File: src/rtl/btn_debounce_multi.sv
// Multi-channel button debouncer: 2-flop sync, tick-qualified stability count, press/release pulses.
// Optional long-press pulse generation is enabled by defining BTN_DEBOUNCE_LONGPRESS_EN.
module btn_debounce_multi #(
   parameter int CHANNELS     = 4,
   parameter int STABLE_TICKS = 3,
   parameter int LONG_TICKS   = 250
) (
   input  logic                clk,
   input  logic                rst_n,
   input  logic                rtg_btn,
   input  logic [CHANNELS-1:0] btn,
   output logic [CHANNELS-1:0] btn_state,
   output logic [CHANNELS-1:0] btn_press,
   output logic [CHANNELS-1:0] btn_release,
   output logic [CHANNELS-1:0] btn_long
);

   localparam int CW = (STABLE_TICKS > 1) ? $clog2(STABLE_TICKS) : 1;
   localparam logic [CW-1:0] CNT_MAX = CW'(STABLE_TICKS - 1);

   logic [CHANNELS-1:0] sync_q1;
   logic [CHANNELS-1:0] sync_q2;
   logic [CW-1:0]       cnt [CHANNELS];

   always_ff @(posedge clk) begin
      if (!rst_n) begin
         sync_q1     <= '0;
         sync_q2     <= '0;
         btn_state   <= '0;
         btn_press   <= '0;
         btn_release <= '0;
         for (int i = 0; i < CHANNELS; i++) cnt[i] <= '0;
      end else begin
         sync_q1     <= btn;
         sync_q2     <= sync_q1;
         btn_press   <= '0;
         btn_release <= '0;
         if (rtg_btn) begin
            for (int i = 0; i < CHANNELS; i++) begin
               // Any tick that agrees with the accepted level restarts qualification.
               if (sync_q2[i] == btn_state[i]) begin
                  cnt[i] <= '0;
               end else if (cnt[i] == CNT_MAX) begin
                  cnt[i]         <= '0;
                  btn_state[i]   <= sync_q2[i];
                  btn_press[i]   <= sync_q2[i];
                  btn_release[i] <= ~sync_q2[i];
               end else begin
                  cnt[i] <= cnt[i] + 1'b1;
               end
            end
         end
      end
   end

`ifdef BTN_DEBOUNCE_LONGPRESS_EN
   localparam int LW = (LONG_TICKS > 1) ? $clog2(LONG_TICKS + 1) : 1;
   localparam logic [LW-1:0] LONG_MAX = LW'(LONG_TICKS);

   logic [LW-1:0] lcnt [CHANNELS];

   always_ff @(posedge clk) begin
      if (!rst_n) begin
         btn_long <= '0;
         for (int i = 0; i < CHANNELS; i++) lcnt[i] <= '0;
      end else begin
         btn_long <= '0;
         for (int i = 0; i < CHANNELS; i++) begin
            // Saturation at LONG_MAX guarantees a single pulse per hold.
            if (!btn_state[i]) begin
               lcnt[i] <= '0;
            end else if (rtg_btn && (lcnt[i] != LONG_MAX)) begin
               lcnt[i] <= lcnt[i] + 1'b1;
               if (lcnt[i] == LONG_MAX - 1'b1) btn_long[i] <= 1'b1;
            end
         end
      end
   end
`else
   assign btn_long = '0;
`endif

endmodule

File: config.mk
export PLATFORM = sky130hd
export DESIGN_NAME = btn_debounce_multi
export DESIGN_NICKNAME = d
export VERILOG_FILES = /design/src/rtl/btn_debounce_multi.sv
export SDC_FILE = /design/constraint.sdc
export NUM_CORES = 1
export LEC_CHECK = 0
export ABC_AREA = 1
export CORE_MARGIN = 3
export CORE_UTILIZATION = 44
export DETAILED_ROUTE_END_ITERATION = 10
export GPL_TIMING_DRIVEN = 0
export HOLD_SLACK_MARGIN = 0.06
export PLACE_DENSITY_LB_ADDON = 0.15
export SLEW_MARGIN = 20
export SYNTH_ARGS = -nofsm -noshare
export SYNTH_HDL_FRONTEND = slang
export SYNTH_SLANG_ARGS = --single-unit
File: constraint.sdc
create_clock -name clk -period 1.43 [get_ports clk]
set_clock_uncertainty 0.2 [all_clocks]
set_input_delay 0.286 -clock clk [delete_from_list [all_inputs] [get_ports clk]]
set_output_delay 0.286 -clock clk [all_outputs]
set_load 0.005 [all_outputs]
==> reports/metrics.cfg <==
[drt]
antenna_left = 0
vias = 822
wl_per_cell_um = 9.49
remaining_drc_errors = 0
drt_iter0_drc = 9
firstDrtPassIters = 4
wirelength_mm = 1.69
vias_per_cell = 4.62

[global_route]
grt_pass1_wl_mm = 2.99
grtUsageMet3 = 0.0487
grt_max_degree = 16
grt_pass1_vias = 768
track_usage = 0.120
globalRouteMet1Util = 0.128
gr-usage-met2 = 0.222
busiest_layer = met2
antenna_found_initial = 0
gr-total-overflow = 0

[worst_setup_path]
slowest_stage = dfxtp_1
worst_path_largest_cell_delay_ns = 0.32
rr_worst_depth = 5
crit_buf_inv = 1
reg2reg_slack_ns = 0.11
cp-end-kind = primary output
cp-start-kind = flop
crit_path_max_fanout = 1
arrival_ns = 0.89
rr_startpoint = cnt[0][0]$_SDFFCE_PN0P_
cp_top_family = flip-flops
crit_chain = dlygate4sd2_1
worstSetupPathType = flop to primary output
timing.rr.end = cnt[0][0]$_SDFFCE_PN0P_
cp.required_ns = 0.94

[sta]
hold_viol_final = 0
hold_ws_ns = 0.0827
tns_ns = 0
grt_setup_unrepaired = false
finalSetupViolCount = 0
slew_violations = 0
finalCritPeriodShare = 0.961
timing.fmax_mhz = 728
layout_min_cycle_time_ns = 1.37

[power_and_ir_drop]
p_comb_frac = 0.087
total_power_mw = 1.35
intPower_mw = 1.05
seqPwrFrac = 0.636
power.switching_uw = 291
p_sw_frac = 0.217
p_per_area_mw_per_mm2 = 957
clockPowerShare = 0.277
vdd_ir_drop_max_mv = 0.911
p_leak_nw = 0.706

[placed_design]
io_buffers = 17
gp_congestion = 0.651
hpwl_mm = 1.27

[hold_path]
hold_path_class = input port to flop
hold_end = btn_state[2]$_SDFFE_PN0P_
holdPathStages = 3
hold_start = rtg_btn

[synthesis]
synth.distinct_cells = 17
synth_most_common_cell = inv_1
yosys_most_used_dff = dfxtp_1
synthTopCellsByArea = dfxtp_1 (36%), edfxtp_1 (22%), inv_1 (9.5%)
ys_ff_latch = 28
synth_top_area_share = 0.363
synth_edf_count = 8
yosysTopAreaCell = dfxtp_1
synthesis.instances = 121
yosys_warnings = 0
synthArstFlopShare = 0
synthTopCellsByCount = inv_1 (28), nand2_1 (21), dfxtp_1 (20), nor2_1 (9), edfxtp_1 (8)
synth_area_per_cell_um2 = 9.11
netlist_area_mm2 = 0.00110
synth_seq_area_share = 0.581

[clock_tree]
cts_max_level = 1
cts-root-buf = clkbuf_4
clkSlewWorstSetupHoldPaths_ns = 0.14
cts_hold_buf = 0
clkLatencyLatePin_ns = 0.31
numCtsBuffers = 3
numClockSinks = 28
cts_tree = built
cts_buffer_depth = 2

[layout]
final_nets = 162
fin_util = 0.612
syn_to_final_growth_pct = 27.5
diodes = 0
drive_gt1_frac = 0.180

[run]
drv_cap = 0

[die]
coreArea_mm2 = 0.00230
num_io_pins = 23
row_count = 17
die-area_mm2 = 0.00314
die_w_um = 56.1
die_h_um = 56.1
initial_utilization = 0.480

[outcome]
outcome = complete, no violations

per-layer routing:
metal,up-vias,wire (um),part of all wire
met2,16,850,0.50
li1,425,-,-
met3,2,92,0.054
met5,-,0,0
met1,379,735,0.44
met4,0,11,0.0065
layout by cell type, fill, tap and decap left out, drive strengths merged:
master and instances:
inv 29, nand2 22, dfxtp 20, buf 11, clkdlybuf4s15 10, nor2 9, edfxtp 8, nand4 7
nand3 5, nor3 4, ha 4, conb 4, clkdlybuf4s50 4, clkbuf 4, o21ai 3, a21oi 3
dlygate4sd2 2, dlymetal6s2s 1
state kept, by name, indices dropped and copies added (netlist names):
register and cells:
btn_state 4, sync_q1 4, sync_q2 4, btn_release 4, btn_press 4, cnt 8
timing repair:
item | 4_1_cts | 5_1_grt
resized for setup | 18 | 13
buffers inserted | 4 | 1
setup endpoints to repair | 20 | 18
cloned | 0 | 0
worst max-delay path by stage:
stage / cells past startpoint / endpoint / from / slack (ns)
after CTS: 3 / cnt[0][1]$_SDFFCE_PN0P_ / rst_n / 0.007
final: 1 / btn_press[3] / btn_press[3]$_SDFF_PP0_ / 0.06
after global placement: 3 / cnt[1][0]$_SDFFCE_PN0P_ / rst_n / -0.50
after detailed placement: 3 / cnt[1][1]$_SDFFCE_PN0P_ / rst_n / -0.54
after global routing: 5 / btn_state[1]$_SDFFE_PN0P_ / cnt[1][0]$_SDFFCE_PN0P_ / 0.003
after floorplan: 5 / cnt[0][0]$_SDFFCE_PN0P_ / cnt[0][0]$_SDFFCE_PN0P_ / 0.20
metrics by stage:
stage,cell area [um2],cells,setup slack [ns]
after CTS,1380,177,0.00729
final,1410,178,0.0559
after detailed placement,1320,169,-0.536
after floorplan,1110,124,0.198
after global routing,1410,178,0.00334
after global placement,1320,169,-0.505
kinds of logic (layout without fill, tap and decap cells):
logic type               after synthesis  in the layout  share of synthesized area
flip-flops                            28             28                      0.581
adder cells (fa/ha/maj)                4              4                     0.0454
AO/OA/AOI/OAI                          6              6                     0.0272
buffers and inverters                 35             61                      0.137
other                                  1              4                    0.00340
AND/OR/NAND/NOR                       47             47                      0.205
power groups by stage:
stage	Combinational [mW]	Sequential [mW]	Clock (mW)
floorplan	0.0703	0.872	0
global placement	0.105	0.874	0
detailed placement	0.109	0.875	0
CTS	0.115	0.856	0.393
global route	0.134	0.859	0.431
finish	0.117	0.856	0.373
cell type report:
| type | instances | area, um2 |
|---|---|---|
| buffer | 6 | 42.5 |
| tap | 28 | 35.0 |
| multi-input combinational | 61 | 324 |
| fill | 206 | 892 |
| timing repair buffer | 22 | 208 |
| inverter | 29 | 111 |
| clock buffer | 4 | 36.3 |
| sequential | 28 | 648 |
worst register-to-register path, cell delays in order, from the launching register on:
cell	delay, ns
edfxtp_1	0.40
inv_1	0.07
ha_1	0.21
inv_1	0.07
nand4_2	0.10
nor2_1	0.05
No activity file was read; power rests on OpenSTA's default activity.
